`src/rtl/fifo_pkg.sv`:
```
// Shared defaults for the parametrised FIFO family: entry width, address width,
// derived depth/pointer width and the default almost-full/almost-empty thresholds.
package fifo_pkg;

  localparam int DEF_WIDTH      = 3;
  localparam int DEF_ADDR_W     = 3;
  localparam int DEF_DEPTH      = 1 << DEF_ADDR_W;
  localparam int DEF_PTR_W      = DEF_ADDR_W + 1;
  localparam int DEF_AFULL_LVL  = 6;
  localparam int DEF_AEMPTY_LVL = 2;

endpackage : fifo_pkg

```
`src/rtl/fifo_ptr.sv`:
```
// FIFO pointer: ADDR_W+1 bit wrapping counter; low bits address storage, MSB is the
// wrap bit that tells full from empty when the low bits match.
module fifo_ptr
  import fifo_pkg::*;
#(
  parameter int ADDR_W = DEF_ADDR_W
) (
  input  logic          clk,
  input  logic          reset,
  input  logic          inc,
  output logic [ADDR_W:0] ptr
);

  localparam int PTR_W = ADDR_W + 1;

  // NOTE: sequential state is always updated with non-blocking assignments so every
  // flop samples pre-edge values regardless of evaluation order.
  always_ff @(posedge clk or negedge reset) begin
    if (!reset) begin
      ptr <= '0;
    end else if (inc) begin
      ptr <= ptr + PTR_W'(1);
    end
  end

endmodule : fifo_ptr

```
`src/rtl/param_fifo.sv`:
```
// Parametrised synchronous FIFO with registered read data, fill count, almost-full/
// almost-empty thresholds and overflow/underflow pulses.
module param_fifo
  import fifo_pkg::*;
#(
  parameter int WIDTH      = DEF_WIDTH,
  parameter int ADDR_W     = DEF_ADDR_W,
  parameter int AFULL_LVL  = DEF_AFULL_LVL,
  parameter int AEMPTY_LVL = DEF_AEMPTY_LVL
) (
  input  logic             clk,
  input  logic             reset,
  input  logic             wr_signal,
  input  logic [WIDTH-1:0] din,
  input  logic             rd_signal,
  output logic [WIDTH-1:0] dout,
  output logic             dout_valid,
  output logic             empty,
  output logic             full,
  output logic             almost_full,
  output logic             almost_empty,
  output logic [ADDR_W:0]  count,
  output logic             overflow,
  output logic             underflow
);

  localparam int               DEPTH    = 1 << ADDR_W;
  localparam int               PTR_W    = ADDR_W + 1;
  localparam logic [ADDR_W:0]  DEPTH_C  = PTR_W'(DEPTH);
  localparam logic [ADDR_W:0]  AFULL_C  = PTR_W'(AFULL_LVL);
  localparam logic [ADDR_W:0]  AEMPTY_C = PTR_W'(AEMPTY_LVL);

  logic [WIDTH-1:0] mem [DEPTH];
  logic [ADDR_W:0]  wr_ptr, rd_ptr;
  logic [ADDR_W:0]  wr_ptr_nxt, rd_ptr_nxt, count_nxt;
  logic             wr_acc, rd_acc;

  // A write into a full FIFO is only legal when a read frees a slot in the same cycle.
  assign wr_acc = wr_signal & (~full | rd_signal);
  assign rd_acc = rd_signal & ~empty;

  // Fill level is the modular distance between the post-edge pointers, which equals
  // count + wr_acc - rd_acc and stays in 0..DEPTH.
  assign wr_ptr_nxt = wr_ptr + PTR_W'(wr_acc);
  assign rd_ptr_nxt = rd_ptr + PTR_W'(rd_acc);
  assign count_nxt  = wr_ptr_nxt - rd_ptr_nxt;

  fifo_ptr #(.ADDR_W(ADDR_W)) u_wr_ptr (
    .clk   (clk),
    .reset (reset),
    .inc   (wr_acc),
    .ptr   (wr_ptr)
  );

  fifo_ptr #(.ADDR_W(ADDR_W)) u_rd_ptr (
    .clk   (clk),
    .reset (reset),
    .inc   (rd_acc),
    .ptr   (rd_ptr)
  );

  // NOTE: storage is reset on purpose so no unwritten (X) entry can ever reach dout;
  // this costs a reset net per storage flop instead of a plain RAM.
  always_ff @(posedge clk or negedge reset) begin
    if (!reset) begin
      for (int i = 0; i < DEPTH; i++) mem[i] <= '0;
    end else if (wr_acc) begin
      mem[wr_ptr[ADDR_W-1:0]] <= din;
    end
  end

  // On full+wr+rd the read slot equals the write slot; the read sees the old entry.
  always_ff @(posedge clk or negedge reset) begin
    if (!reset) begin
      dout         <= '0;
      dout_valid   <= 1'b0;
      count        <= '0;
      empty        <= 1'b1;
      full         <= 1'b0;
      almost_full  <= 1'b0;
      almost_empty <= 1'b1;
      overflow     <= 1'b0;
      underflow    <= 1'b0;
    end else begin
      if (rd_acc) dout <= mem[rd_ptr[ADDR_W-1:0]];
      dout_valid   <= rd_acc;
      count        <= count_nxt;
      empty        <= (count_nxt == '0);
      full         <= (count_nxt == DEPTH_C);
      almost_full  <= (count_nxt >= AFULL_C);
      almost_empty <= (count_nxt <= AEMPTY_C);
      overflow     <= wr_signal & ~wr_acc;
      underflow    <= rd_signal & ~rd_acc;
    end
  end

endmodule : param_fifo

```
`config.mk`:
```
export PLATFORM = sky130hd
export DESIGN_NAME = param_fifo
export DESIGN_NICKNAME = d
export VERILOG_FILES = /design/src/rtl/fifo_pkg.sv /design/src/rtl/fifo_ptr.sv /design/src/rtl/param_fifo.sv
export SDC_FILE = /design/constraint.sdc
export NUM_CORES = 1
export LEC_CHECK = 0
export CORE_ASPECT_RATIO = 1.5
export CORE_MARGIN = 2
export CORE_UTILIZATION = 60
export CTS_BUF_LIST = sky130_fd_sc_hd__clkbuf_2
export DETAILED_ROUTE_END_ITERATION = 12
export GPL_TIMING_DRIVEN = 0
export PLACE_DENSITY = 0.83
export SLEW_MARGIN = 40
export SYNTH_ARGS = -nofsm -noshare
export SYNTH_HDL_FRONTEND = slang
export SYNTH_HIERARCHICAL = 1
export SYNTH_SLANG_ARGS = --single-unit
export TNS_END_PERCENT = 1
```
`constraint.sdc`:
```
create_clock -name clk -period 6.05 [get_ports clk]
set_input_delay 0.605 -clock clk [delete_from_list [all_inputs] [get_ports clk]]
set_output_delay 0.605 -clock clk [all_outputs]
set_load 0.03 [all_outputs]
```
==> summary.txt, run 1 <==
Power and ir drop
  – Clock power frac: 0.132
  – Power, Total: 1.53 mW
  – Sw power: 549 uW
  – Flop pwr share: 0.365
  – Sw Share: 0.358
  – Int Power: 984 uW
  – Logic gate share of total power: 0.503
  – Pleak: 1.09 nW
  – Peak supply drop: 378 uV
  – Pwr/cell area: 630 nW/um^2

Clock network
  – H-tree depth: 2
  – CTS buffer count: 5
  – Clock Path Buffers: 2
  – Cts repair resizes: 0
  – Clk_lat worst skew: 0.41 ns
  – Clock slew at reported path FFs: 0.22 ns
  – Setup Buffers After CTS: 0
  – Sink Count: 46
  – CTS tree: built
  – Post-CTS Hold Buffers: 0
  – Root buffer cell: clkbuf_2

Detailed routing
  – WL/cell: 16.1 um
  – Initial DRC count: 24
  – # DRC: 0
  – Via/cell ratio: 5.68
  – Drt total wl: 3440 um
  – TritonRoute pass-1 iters: 4
  – Vias: 1210
  – Final ANT Viol Nets: 0

Global routing
  – Number of global-route vias before repair: 1275
  – Congestion Overflow GR: 0
  – First-pass GRT wire length: 6140 um
  – Tot GR Track Use: 0.212
  – Largest net degree at the start of global routing: 47
  – Initial antenna violation count: 0

Timing
  – Final period utilization: 0.571
  – Slew Limit Fails: 0
  – Worst-margin pin slew: 0.555 ns
  – Clk_skew: 0.0195 ns
  – RSZ-0062 raised after global routing: no
  – Fin crit period: 3.45 ns
  – Final Hold Viols: 0
  – Setup TNS Final: 0 ns
  – Slew HR: 0.630
  – Worst hold slack: 0.147 ns
  – Final setup violation count: 0
  – Max Freq: 290 MHz

Synthesis
  – Ys async rst share: 1.00
  – Syn Area/Cell: 14.6 um^2
  – Syn. warnings: 6
  – Dominant cells by area after synthesis: dfrtp_1 53%, mux2_2 14%, mux2i_1 5.7%, mux4_2 3.2%, ha_1 3.0%
  – Number of synthesized flops with an enable pin: 0
  – Post-synth top area cell: dfrtp_1
  – Cell Area, Synth: 2090 um^2
  – Top-area cell type share of the netlist area: 0.526
  – Register bit total from synthesis: 46
  – Mapped Nets: 158
  – Register area share after synthesis: 0.551
  – Ys flop type: dfrtp_1
  – Mapped Cells: 143
  – Synth unique cells: 32

Place
  – GP Congestion: 0.801
  – Port Buffers: 20
  – Post-detail-place hpwl: 2630 um

Layout
  – Final #Nets: 185
  – Share of layout cells above drive strength 1: 0.246
  – Final Core Density: 0.719
  – Syn-to-layout area delta: 16.2%
  – Antenna Cells: 0
  – Most frequent cells in the layout: 44 x dfrtp_1, 26 x mux2_2, 19 x clkdlybuf4s50_1
  – Commonest non-fill, non-tap cell in the layout: dfrtp_1

Worst setup path
  – Crit Path Max Fanout: 8
  – CP Launch Type: input pin
  – Crit path max-delay cell type: clkdlybuf4s50_1
  – CP endpoint kind: register
  – Crit path arrival time: 3.76 ns
  – Worst path max stage delay: 0.52 ns
  – Crit-path cells: clkdlybuf4s50_1 -> nand2b_1 -> clkbuf_1 -> fa_1 -> fa_1 -> ha_1 -> fa_1 -> xnor3_1 -> xnor2_2 -> nor4b_1
  – Most used cell along the critical path: fa_1
  – Crit path kind: input pin to register
  – WP data required: 6.36 ns

Status
  – Outcome: finished, final reports clean

Floorplan
  – Die height: 76.3 um
  – Initial Util: 0.619
  – Num rows: 26
  – I/O Pins: 21
  – Core area: 3380 um^2
  – DIE AREA: 3990 um^2
  – Die Width: 52.2 um

Flow run
  – Max Cap Viol: 0

Hold path
  – HP Class: input pin to async pin
critical path, delay by kind of cell:
kind | cells | cell delay [ns]
simple gates | 2 | 0.32
xor+xnor | 2 | 0.65
fa+ha+maj | 4 | 1.48
buf+inv | 2 | 0.71
state kept, by name, indices dropped and copies added, names as in the netlist:
signal / count
almost_empty: 1
almost_full: 1
count: 4
dout: 3
dout_valid: 1
empty: 1
full: 1
mem: 24
overflow: 1
u_rd_ptr/ptr: 4
u_wr_ptr/ptr: 4
underflow: 1
power groups by stage:
stage | logic [mW] | registers, mW | clock network [mW]
finish | 0.770 | 0.560 | 0.202
global placement | 0.742 | 0.560 | 0
CTS | 0.782 | 0.562 | 0.206
detailed placement | 0.776 | 0.571 | 0
global route | 0.839 | 0.583 | 0.221
floorplan | 0.537 | 0.607 | 0
cell type report:
type	count	area, um^2
Multi-Input combinational cell	90	893
Inverter	4	15.0
Tap cell	42	52.6
Sequential cell	46	1150
Timing Repair Buffer	20	198
Fill cell	234	951
Clock buffer	5	25.0
Clock inverter	3	63.8
Buffer	3	31.3
synthesized netlist by cell type (3+ instances only):
master	instances
nand2_1	5
xor2_1	3
nand3_1	3
mux4_2	3
dfrtp_1	44
and2_1	3
xnor2_1	4
mux2_2	26
ha_1	5
fa_1	3
o21ai_1	3
nand4_1	3
mux2i_1	12
inv_1	4
path summary, 6_finish.rpt:
| path | from | endpoint | slack (ns) | cells after the start |
|---|---|---|---|---|
| setup / recovery | rd_signal | full | 2.60 | 10 |
| hold reg to reg | u_rd_ptr/ptr[3] | u_rd_ptr/ptr[3] | 0.51 | 1 |
| min in group clk | u_rd_ptr/ptr[3] | u_rd_ptr/ptr[3] | 0.51 | 1 |
| max in group asynchronous | reset | empty | 5.51 | 1 |
| hold / removal | reset | u_wr_ptr/ptr[2] | 0.15 | 1 |
| setup reg to reg | u_rd_ptr/ptr[0] | full | 2.73 | 10 |
through the flow:
step / cell area, um^2 / std cells / setup WS, ns
floorplan: 2090 / 143 / 2.93
global placement: 2350 / 205 / 2.20
detailed placement: 2340 / 205 / 2.15
CTS: 2430 / 213 / 2.59
global route: 2430 / 213 / 2.46
finish: 2430 / 213 / 2.60
kinds of logic (layout without fill, tap and decap cells):
family | Yosys count | count (layout) | share of synthesized area
AOI/OAI and AO/OA | 5 | 5 | 0.0143
xor gates and xnor gates | 9 | 9 | 0.0478
adders and majority gates | 8 | 8 | 0.0586
buffers and inverters | 7 | 35 | 0.0221
DFF | 46 | 46 | 0.551
muxes | 41 | 41 | 0.230
and+or+nand+nor | 27 | 27 | 0.0765
per-layer routing:
metal	vias to the layer above	global-route usage	routed length [um]
li1	567	-	-
met1	612	0.259	1320
met2	26	0.365	1930
met3	5	0.0412	132
met4	0	0.0769	60
met5	-	0	0
(Power assumes the default switching activity.)
==> run 2: changes to the inputs <==
--- a/config.mk
+++ b/config.mk
@@ -7,11 +7,11 @@
 export LEC_CHECK = 0
 export CORE_ASPECT_RATIO = 1.5
 export CORE_MARGIN = 2
-export CORE_UTILIZATION = 60
+export CORE_UTILIZATION = 53
 export CTS_BUF_LIST = sky130_fd_sc_hd__clkbuf_2
 export DETAILED_ROUTE_END_ITERATION = 12
 export GPL_TIMING_DRIVEN = 0
-export PLACE_DENSITY = 0.83
+export PLACE_DENSITY = 0.78
 export SLEW_MARGIN = 40
 export SYNTH_ARGS = -nofsm -noshare
 export SYNTH_HDL_FRONTEND = slang
==> constraint.sdc (replaced) <==
create_clock -name clk -period 2.9 [get_ports clk]
set_input_delay 0.29 -clock clk [delete_from_list [all_inputs] [get_ports clk]]
set_output_delay 0.29 -clock clk [all_outputs]
set_load 0.03 [all_outputs]
==> summary.txt, run 2 (synthesis results as in run 1) <==
Power and ir drop
  – Pleak: 1.11 nW
  – Peak supply drop: 886 uV
  – Pwr/cell area: 1290 nW/um^2
  – Power, Total: 3.22 mW

Floorplan
  – DIE AREA: 4480 um^2
  – I/O Pins: 21
  – Die Width: 55.3 um
  – Initial Util: 0.543
  – Num rows: 28
  – Die height: 81.0 um
  – Core area: 3850 um^2

Timing
  – Clk_skew: 0.0193 ns
  – Final period utilization: 0.980
  – Max Freq: 352 MHz
  – RSZ-0062 raised after global routing: yes
  – Slew Limit Fails: 0
  – Final setup violation count: 0
  – Worst-margin pin slew: 0.562 ns
  – Final worst slack: 0.0572 ns
  – Slew HR: 0.625
  – Final Hold Viols: 0
  – Fin crit period: 2.84 ns

Clock network
  – Root buffer cell: clkbuf_2
  – CTS buffer count: 5
  – Clk_lat worst skew: 0.41 ns
  – CTS tree: built
  – Clock slew at reported path FFs: 0.21 ns
  – Clock Path Buffers: 2
  – H-tree depth: 2
  – Sink Count: 46

Place
  – Port Buffers: 20
  – Post-detail-place hpwl: 2820 um
  – GP Congestion: 0.770
  – DP Worst Slack: -0.535 ns

Layout
  – Max FFs per register: 24
  – Share of layout cells above drive strength 1: 0.307
  – Biggest register: mem
  – Commonest non-fill, non-tap cell in the layout: dfrtp_1
  – Antenna Cells: 0
  – Final Core Density: 0.645
  – Most frequent cells in the layout: 44 x dfrtp_1, 26 x mux2_2, 19 x clkdlybuf4s50_1
  – Final #Nets: 193
  – Syn-to-layout area delta: 18.7%

Worst setup path
  – FF-to-FF Start: empty
  – Crit path kind: register to register
  – WP data required: 3.22 ns
  – Crit-path cells: nand2b_4 -> buf_8 -> fa_2 -> fa_1 -> ha_2 -> fa_2 -> xnor3_1 -> xnor2_2 -> nor4b_4
  – CP Launch Type: register
  – CP endpoint kind: register
  – Crit Path Max Fanout: 5
  – Worst Setup SP: empty
  – Crit path max-delay cell type: fa_1
  – Crit path arrival time: 3.16 ns
  – Worst path max stage delay: 0.45 ns
  – Most used cell along the critical path: fa_2

Detailed routing
  – Final ANT Viol Nets: 0
  – TritonRoute pass-1 iters: 4
  – Drt total wl: 3870 um
  – Via/cell ratio: 5.68
  – WL/cell: 17.3 um
  – Initial DRC count: 31
  – Vias: 1272
  – # DRC: 0

Flow run
  – Max Cap Viol: 0

Global routing
  – Congestion Overflow GR: 0
  – First-pass GRT wire length: 6200 um
  – Tot GR Track Use: 0.186
  – Initial antenna violation count: 0
  – Largest net degree at the start of global routing: 47
  – Number of global-route vias before repair: 1351

Hold path
  – HP Class: input pin to async pin

Status
  – Outcome: finished, final reports clean
-- run 2: cell types whose count changed in the layout (fill, tap and decap cells not counted), sizes merged --
| cell | before | now |
|---|---|---|
| buf | 3 | 11 |
| bufinv | 2 | 0 |
| clkbuf | 6 | 7 |
| dlygate4sd3 | 0 | 1 |
-- run 2: repair_timing --
| item | CTS | global route |
|---|---|---|
| pin swaps | 2 | 2 |
| hold buffers | 1 | 0 |
| resized for setup | 6 | 4 |
| setup endpoints to repair | 4 | 2 |
| buffers inserted | 2 | 6 |
| endpoints found under the hold margin | 44 | 0 |
-- run 2: power breakdown --
part | internal [mW] | switching [mW]
combinational | 0.956 | 0.834
clock | 0.0645 | 0.188
sequential | 0.962 | 0.213
-- run 2: layout make-up --
class	count	area, um^2
Fill cell	292	1370
Sequential cell	46	1150
Multi-Input combinational cell	90	923
Timing Repair Buffer	29	268
Tap cell	45	56.3
Clock buffer	7	35.0
Buffer	2	30.0
Inverter	4	15.0
Clock inverter	1	3.75
-- run 2: stage by stage --
stage                     hold WS [ns]  setup TNS (ns)  cells  cell area, um^2
final                            0.384               0    224             2480
after global routing             0.394        -0.00617    224             2480
after CTS                        0.367               0    218             2420
after detailed placement         0.319           -1.83    208             2350
after global placement           0.476           -1.66    208             2360
after floorplan               -0.00559               0    143             2100
-- run 2: path summary, 6_finish.rpt --
check                               endpoint  slack, ns  cells after the start
worst max-delay path                    full       0.06                      9
worst min-delay path                 mem[23]       0.38                      2
worst max register to register          full       0.06                      9
worst min register to register        mem[5]       0.53                      1
max in group asynchronous       almost_empty       2.12                      2
min in group clk                      mem[5]       0.53                      1
-- run 2: critical path: cells and delay by family, from the launching register on --
family,cells,cell delay [ns]
buffers and inverters,1,0.12
and+or+nand+nor,2,0.40
xor gates and xnor gates,2,0.51
DFF,1,0.42
adders and majority gates,4,1.30
-- run 2: per-layer routing --
metal,up-vias,GRT usage,part of all wire
met1,655,0.177,0.37
met5,-,0,0
met3,5,0.0478,0.042
li1,577,-,-
met2,35,0.380,0.58
met4,0,0.0585,0.012
